===== config.mk =====
export PLATFORM = sky130hd
export DESIGN_NAME = serial_tx_scheduler
export DESIGN_NICKNAME = d
export VERILOG_FILES = /design/src/rtl/serial_pkg.sv /design/src/rtl/rr_arbiter.sv /design/src/rtl/serial_tx_scheduler.sv
export SDC_FILE = /design/constraint.sdc
export NUM_CORES = 1
export LEC_CHECK = 0
export ABC_AREA = 1
export BUFFER_PORTS_ARGS = -buffer_cell sky130_fd_sc_hd__buf_4
export CORE_MARGIN = 1.5
export CORE_UTILIZATION = 49
export DETAILED_ROUTE_END_ITERATION = 16
export GPL_ROUTABILITY_DRIVEN = 0
export PLACE_DENSITY = 0.82
export SLEW_MARGIN = 20
export SYNTH_ARGS = -nofsm -noshare
export SYNTH_HDL_FRONTEND = slang
export SYNTH_SLANG_ARGS = --single-unit
export TNS_END_PERCENT = 5

===== constraint.sdc =====
create_clock -name IN_clk -period 7.5 [get_ports IN_clk]
set_input_delay 1.5 -clock IN_clk [delete_from_list [all_inputs] [get_ports IN_clk]]
set_output_delay 1.5 -clock IN_clk [all_outputs]
set_load 0.02 [all_outputs]

===== src/rtl/serial_pkg.sv =====
// serial_pkg: shared types, frame constants and digit-count clamp for the serial transmitter path
package serial_pkg;
    typedef enum logic [2:0] {S_IDLE, S_LOAD, S_SETUP, S_SEND, S_RELEASE, S_GAP} state_t;
    localparam int SER_MAX_DIGITS = 16;
    localparam int SER_CHAR_BITS  = 10;
    localparam int SER_FRAME_BITS = SER_MAX_DIGITS * SER_CHAR_BITS;
    function automatic logic [4:0] clamp_digits(input logic [4:0] n);
        return (n > 5'(SER_MAX_DIGITS)) ? 5'(SER_MAX_DIGITS) : n;
    endfunction
endpackage


===== src/rtl/rr_arbiter.sv =====
// rr_arbiter: combinational round-robin pick starting at ptr
module rr_arbiter #(
    parameter int N_REQ = 4,
    parameter int IDW   = (N_REQ > 1) ? $clog2(N_REQ) : 1
) (
    input  logic [N_REQ-1:0] req,
    input  logic [IDW-1:0]   ptr,
    output logic [IDW-1:0]   gnt_id,
    output logic             any
);
    logic [IDW-1:0] idx;
    // scan offsets from farthest to nearest so the requester closest to ptr wins
    always_comb begin
        gnt_id = ptr;
        idx    = ptr;
        any    = |req;
        for (int i = N_REQ - 1; i >= 0; i--) begin
            idx = IDW'((int'(ptr) + i) % N_REQ);
            if (req[idx]) gnt_id = idx;
        end
    end
endmodule


===== src/rtl/serial_tx_scheduler.sv =====
// serial_tx_scheduler: round-robin sharing of one hex-to-ASCII serial transmitter among requesters
module serial_tx_scheduler
    import serial_pkg::*;
#(
    parameter int N_REQ        = 4,
    parameter int SETUP_CYCLES = 2,
    parameter int GAP_CYCLES   = 2,
    parameter int TIMEOUT      = 200
) (
    input  logic                       IN_clk,
    input  logic                       IN_rst,
    input  logic [N_REQ-1:0]           IN_req,
    input  logic [64*N_REQ-1:0]        IN_value,
    input  logic [5*N_REQ-1:0]         IN_number,
    output logic [N_REQ-1:0]           OUT_ack,
    output logic                       OUT_timeout,
    output logic                       OUT_busy,
    output logic [$clog2(N_REQ)-1:0]   OUT_grant_id,
    output logic [63:0]                OUT_tx_value,
    output logic [4:0]                 OUT_tx_number,
    output logic                       OUT_tx_finish,
    input  logic                       IN_tx_done
);
    localparam int IDW = $clog2(N_REQ);
    localparam int CW  = 16;

    state_t           state_q, state_d;
    logic [CW-1:0]    cnt_q, cnt_d;
    logic [IDW-1:0]   rr_q, rr_d, grant_q, grant_d, pick;
    logic [63:0]      val_q, val_d, tx_value_q, tx_value_d;
    logic [4:0]       num_q, num_d, tx_number_q, tx_number_d;
    logic             aborted_q, aborted_d, finish_q, finish_d, timeout_q, timeout_d;
    logic [N_REQ-1:0] ack_q, ack_d;
    logic             any_req;

    rr_arbiter #(.N_REQ(N_REQ), .IDW(IDW)) u_arb (
        .req(IN_req), .ptr(rr_q), .gnt_id(pick), .any(any_req)
    );

    // next state, job latches and the transmitter-facing outputs, which trail the state by one cycle
    always_comb begin
        state_d     = state_q;
        cnt_d       = cnt_q;
        rr_d        = rr_q;
        grant_d     = grant_q;
        val_d       = val_q;
        num_d       = num_q;
        aborted_d   = aborted_q;
        tx_value_d  = (state_q == S_LOAD) ? val_q : tx_value_q;
        tx_number_d = (state_q == S_LOAD) ? 5'd0 : (state_q == S_SETUP) ? num_q : tx_number_q;
        finish_d    = state_q == S_SEND;
        timeout_d   = (state_q == S_RELEASE) && aborted_q;
        ack_d       = '0;
        if (state_q == S_RELEASE) ack_d[grant_q] = 1'b1;
        case (state_q)
            S_IDLE: if (any_req) begin
                grant_d = pick;
                val_d   = IN_value[64*int'(pick) +: 64];
                num_d   = clamp_digits(IN_number[5*int'(pick) +: 5]);
                state_d = S_LOAD;
            end
            S_LOAD: begin
                cnt_d   = '0;
                state_d = S_SETUP;
            end
            S_SETUP: begin
                cnt_d     = (cnt_q == CW'(SETUP_CYCLES - 1)) ? '0 : cnt_q + 1'b1;
                aborted_d = 1'b0;
                state_d   = (cnt_q == CW'(SETUP_CYCLES - 1)) ? S_SEND : S_SETUP;
            end
            S_SEND: begin
                cnt_d     = cnt_q + 1'b1;
                aborted_d = !IN_tx_done && (cnt_q == CW'(TIMEOUT - 1));
                state_d   = (IN_tx_done || cnt_q == CW'(TIMEOUT - 1)) ? S_RELEASE : S_SEND;
            end
            S_RELEASE: begin
                rr_d    = (grant_q == IDW'(N_REQ - 1)) ? '0 : grant_q + 1'b1;
                cnt_d   = '0;
                state_d = S_GAP;
            end
            S_GAP: begin
                cnt_d   = (cnt_q == CW'(GAP_CYCLES - 1)) ? '0 : cnt_q + 1'b1;
                state_d = (cnt_q == CW'(GAP_CYCLES - 1)) ? S_IDLE : S_GAP;
            end
            default: state_d = S_IDLE;
        endcase
    end

    // state and output registers; reset drops finish immediately and discards any job in flight
    always_ff @(posedge IN_clk or posedge IN_rst) begin
        if (IN_rst) begin
            state_q     <= S_IDLE;
            cnt_q       <= '0;
            rr_q        <= '0;
            grant_q     <= '0;
            val_q       <= '0;
            num_q       <= '0;
            aborted_q   <= 1'b0;
            tx_value_q  <= '0;
            tx_number_q <= '0;
            finish_q    <= 1'b0;
            timeout_q   <= 1'b0;
            ack_q       <= '0;
        end else begin
            state_q     <= state_d;
            cnt_q       <= cnt_d;
            rr_q        <= rr_d;
            grant_q     <= grant_d;
            val_q       <= val_d;
            num_q       <= num_d;
            aborted_q   <= aborted_d;
            tx_value_q  <= tx_value_d;
            tx_number_q <= tx_number_d;
            finish_q    <= finish_d;
            timeout_q   <= timeout_d;
            ack_q       <= ack_d;
        end
    end

    assign OUT_ack       = ack_q;
    assign OUT_timeout   = timeout_q;
    assign OUT_busy      = state_q != S_IDLE;
    assign OUT_grant_id  = grant_q;
    assign OUT_tx_value  = tx_value_q;
    assign OUT_tx_number = tx_number_q;
    assign OUT_tx_finish = finish_q;
endmodule


Yosys cells after proc, flatten, opt, wreduce, memory -nomap -nowiden. Cells that the tools add are included.

$add $sub $neg: 5. $mul: 1. $lt $le $gt $ge: 7. Equal/unequal tests: 9. Shifts and indexed selects: 2. Muxes and demuxes: 27. Reduce and logical (&&, ||, !) cells: 14.

Operators with widths (count): 256-bit by 9-bit indexed part select with 64-bit output (1); 16-bit one-hot mux with 3 select lines (1); 20-bit by 6-bit indexed part select with 5-bit output (1); 3-bit one-hot mux with 6 select lines (1); 16-bit by 1-bit adder with 16-bit output (second input constant) (1); 16-bit by 1-bit equality test with 1-bit output (second input constant) (1); 16-bit by 8-bit equality test with 1-bit output (second input constant) (1); 16-bit 2-to-1 mux (1); 2-bit by 3-bit less-than comparator with 1-bit output (second input constant) (5); 5-bit 2-to-1 mux (3); 2-bit 2-to-1 mux (5); 3-bit 2-to-1 mux (3); 1-bit binary-select mux with 2-bit select (4); 3-bit by 2-bit equality test with 1-bit output (second input constant) (2); 3-bit equality test (second input constant) (2); 1-bit 2-to-1 mux (6); 3-bit nonzero test (2); 5-bit > comparator (second input constant) (1); 3-bit by 2-bit multiplier with 5-bit output (first input constant) (1); 2-bit by 1-bit adder with 2-bit output (second input constant) (2); 2-bit adder (second input constant) (2); 4-bit 2-to-1 mux (1); 2-bit nonzero test (2); 2-bit OR reduction (2); other kinds (12) (14).

Register bits: 168. Input bits: 283. Output and inout port bits: 78. Word-level logic and storage cells: 77.

Logic depth before layout (Yosys ltp).
Word-level depth: 11. Mapped depth: 20. Gate-level depth less buffers: 18.

Hierarchy. From an unflattened synthesis, not the netlist that was laid out.

Cells, all modules: 1192. Area, all modules: 8856.0 sq um.

Modules (own cells, without submodules): serial_tx_scheduler (times used 1, cells each 1142, area each 8638.3 sq um, sequential area each 4204.0 sq um); rr_arbiter (times used 1, cells each 50, area each 217.7 sq um, sequential area each 0.0 sq um).

Worst setup path after synthesis. OpenSTA, ideal clock, no wires.

Path type: in2reg. From: in IN_req[1]. To: reg val_q[54]. Arrival time: 2.735 ns. Required time: 7.370 ns. Path slack: 4.635 ns. Cell stages on the path: 16. Path buffers: 2. Cells stage by stage: inv_1 nand2_1 nand3_1 nand2_1 inv_1 nand2_2 nand2_4 nand3_4 nand2_4 inv_4 buf_12 buf_4 nand2_1 nand3_1 nand3_1 o21ai_1.

Cells in the longest elaborated chain, start to end: 7. Elaborated cells on any way between the ends: 15. Classes of those cells: shift (1); mux (12); reduce/logical (2).

Ends and longest elaborated chain: start: declaration (RTL line serial_tx_scheduler.sv:12) `input logic [N_REQ-1:0] IN_req,`; 1-bit binary-select mux with 2-bit select (RTL line rr_arbiter.sv:19) `if (req[idx]) gnt_id = idx;`; 1-bit 2-to-1 mux (implied by the code) (RTL line rr_arbiter.sv:19); 2-bit 2-to-1 mux (4 in a row) (RTL line rr_arbiter.sv:19); 256-bit by 9-bit indexed part select with 64-bit output (RTL line serial_tx_scheduler.sv:58) `val_d = IN_value[64*int'(pick) +: 64];`; end signal: assignment (RTL line serial_tx_scheduler.sv:109) `val_q <= val_d;`; end: declaration (RTL line serial_tx_scheduler.sv:30) `logic [63:0] val_q, val_d, tx_value_q, tx_value_d;`.

Several ways; a longest one is shown, not always the timed one. The select of a mux whose other input is x is not followed. A chain may end at the register's enable or synchronous reset.

Worst setup path in the final report. Same ends and word-level chain as after synthesis.

==> results.md <==
- Setup WS pre-CTS: about 3.0 ns
- Port buffer count: 360
- DIE HEIGHT: approximately 140 um
- EDFF count, synth: 0
- Sequential share of the synthesized area: 46.6%
- CP cell instances: buf_4, inv_1, nand2_1, nand3_1, nand2_1, inv_1, nand2_2, nand2_4, nand2_2, nand2_4, nand2_4, inv_4, buf_4, nand2_1, nand3_1, nand3_1, o21ai_1
- Clock Tree Buf Depth: 2
- Final hold viol count: 0
- WHS: 0.489 ns
- Hold Path Class: reg2reg
- Antenna Cells: 0
- Max Cap Viol: 0
- Cts hold-fix bufs: 0
- Family with the most delay on the worst path: buffers and inverters
- Post-CTS resize count: 0
- Layout cells sized above 1: 26.6%
- Fin crit share: 55.4%
- Max-Slew Margin vs Limit: a little under two fifths
- Starting density of the core: 50.1%
- Synth area leader: dfrtp_1
- P&R area growth vs syn: 36.3%
- Synth top area cells: dfrtp_1, nand2_1, nand3_1
- I/O pins: 361
- Status: finished clean
- Initial antenna violation count: 0
- Register bit total from synthesis: between 150 and 200
- Worst path slowest cell: inv_4
- Post-Synthesis Cell Area: 0.00902 mm2
- Core Footprint: 0.0180 mm2
- DRT Pass-1 Iters: 8
- Utilization after layout: 68.2%
- Max-slew violation count: 0
- Post-synth cell types: 36
- Crit path buf inv count: 5
- DRC Markers: 0
- Critical path capture point type: register
- Root buf cell: clkbuf_16
- H-tree depth: 4
- Crit Path Max Fanout: 77
- Num rows: 49
- Vias: around 9300
- CP arrival: 4.50 ns
- CTS buffer count: 17
- Leading cell type by number of instances after synthesis: nand2_1
- Clock skew: 0.00790 ns
- Syn_area_per_cell: around 7.3 um2
- P per Cell Area: 469 mW/mm2
- Via/cell ratio: 5.20
- Setup ws final: 3.34 ns
- Drt initial violations: about 600
- Number of global-route vias before repair: 8804
- Delay of the slowest critical-path stage: 0.70 ns
- CTS tree: done
- Die X: 139 um
- Largest net degree at the start of global routing: 106
- Gr usage total: 28.0%
- Ys flop type: dfrtp_1
- Critical path class: in2reg
- Routed WL: around 27000 um
- Total grt overflow: 0
- Layout fillers: ~1500
- Final #Nets: 1835
- Async set-reset flop share out of synthesis: between 90% and 100%
- Required time worst endpoint: 7.84 ns
- Setup TNS after final layout: 0 ns
- Clk sinks: between 150 and 200
- RSZ-0062 raised after global routing: false
- Yosys Warn Count: 0
- WL/cell: 15.1 um
- DP Wirelength: around 20000 um
- Postcts setup bufs: 0
- Clock latency on the worst-skew pair: 0.42 ns
- Min Tclk post-route: between 4 and 5 ns
- Post-synthesis cell count: 1232
- Worst setup SP type: input port
- Post-route ant nets: 0
- Setup violations, final: 0
- Pwr Total: 5.76 mW
- Clock-pin slew on the worst setup and hold paths: 0.07 ns
- Mapped Nets: 1521
- Worst-margin pin slew: 0.926 ns
- Max Clk Rate: 241 MHz
- Top cell type's share of synthesized area: 46.6%
- Global-route wire length before repair: approximately 43000 um
- Post-synth top cells: nand2_1, nand3_1, dfrtp_1
- VDD IR max: 0.340 mV
- Die ar.: ~0.019 mm2
- LEAKAGE: 6.50 nW
## worst reg2reg max path, cell delays in order (launching register included)
cell     delay, ns
dfrtp_1       0.64
nand2_1       0.12
o21ai_2       0.11
nand2_1       0.11
nand2_1       0.08
inv_2         0.06
nand2_4       0.08
nand2_2       0.06
nand2_4       0.11
nand2_4       0.35
inv_4         0.71
buf_4         0.62
nand2_1       0.15
nand3_1       0.11
nand3_1       0.13
o21ai_1       0.12
## state kept, by name (all words and copies together), names as in the netlist, 2 cells and up
register,flops
OUT_grant_id,2
val_q,64
num_q,5
state_q,3
OUT_tx_number,5
cnt_q,16
rr_q,2
OUT_tx_value,64
OUT_ack,4
## through the flow
stage	cell area [um2]	cells
after detailed placement	11700	1756
after floorplan	9020	1232
after CTS	12300	1788
after global placement	11700	1756
after global routing	12300	1788
final	12300	1788
## cell type report
| type | count | area, um2 | share of cell area (%) |
|---|---|---|---|
| clock buffers | 19 | 433 | 3.52 |
| clock inverters | 13 | 195 | 1.59 |
| inverters | 132 | 508 | 4.13 |
| multi-input cells | 859 | 3910 | 31.8 |
| flip-flops and latches | 168 | 4200 | 34.2 |
| well taps | 229 | 287 | 2.33 |
| repair buffers | 368 | 2760 | 22.5 |
## placed cells by master, fill, tap and decap left out, types with 6 or more instances in the layout
cell       instances
a21oi_1           10
buf_4            368
clkbuf_16         17
dfrtp_1          168
ha_1               6
inv_1            125
nand2_1          405
nand3_1          221
nor2_1            29
nor3_1            10
o21ai_0           80
o21ai_1           65
## logic make-up after synthesis
logic type	count (synthesis)	synth area share, %
buffers and inverters	205	10.3
AO/OA/AOI/OAI	167	9.68
AND/OR/NAND/NOR	686	32.6
flip-flops	168	46.6
adder cells (fa/ha/maj)	6	0.832
## worst paths after layout
path                                   from               end  slack, ns  depth (start not counted)
max in group asynchronous            IN_rst         val_q[50]       4.84                          3
max reg2reg                         rr_q[0]         val_q[54]       3.88                         15
min in group asynchronous            IN_rst          val_q[0]       1.28                          2
min reg2reg                OUT_tx_value[44]  OUT_tx_value[44]       0.49                          2
min                        OUT_tx_value[44]  OUT_tx_value[44]       0.49                          2
max                               IN_req[1]         val_q[54]       3.34                         17
## routing by layer
layer  share of wire, %  up-vias  global-route usage, %
li1                   -     4584                      -
met1                 41     4287                   34.4
met2                 49      362                   47.7
met3                6.6       60                   6.01
met4                3.8        0                   12.4
met5                  0        -                      0
## where the power goes
part	switching (mW)	leakage, nW	internal (mW)
clock network	0.367	0.295	0.562
logic	2.25	4.07	1.10
registers	0.183	2.13	1.30
total	2.80	6.50	2.97
(Power assumes the default switching activity.)
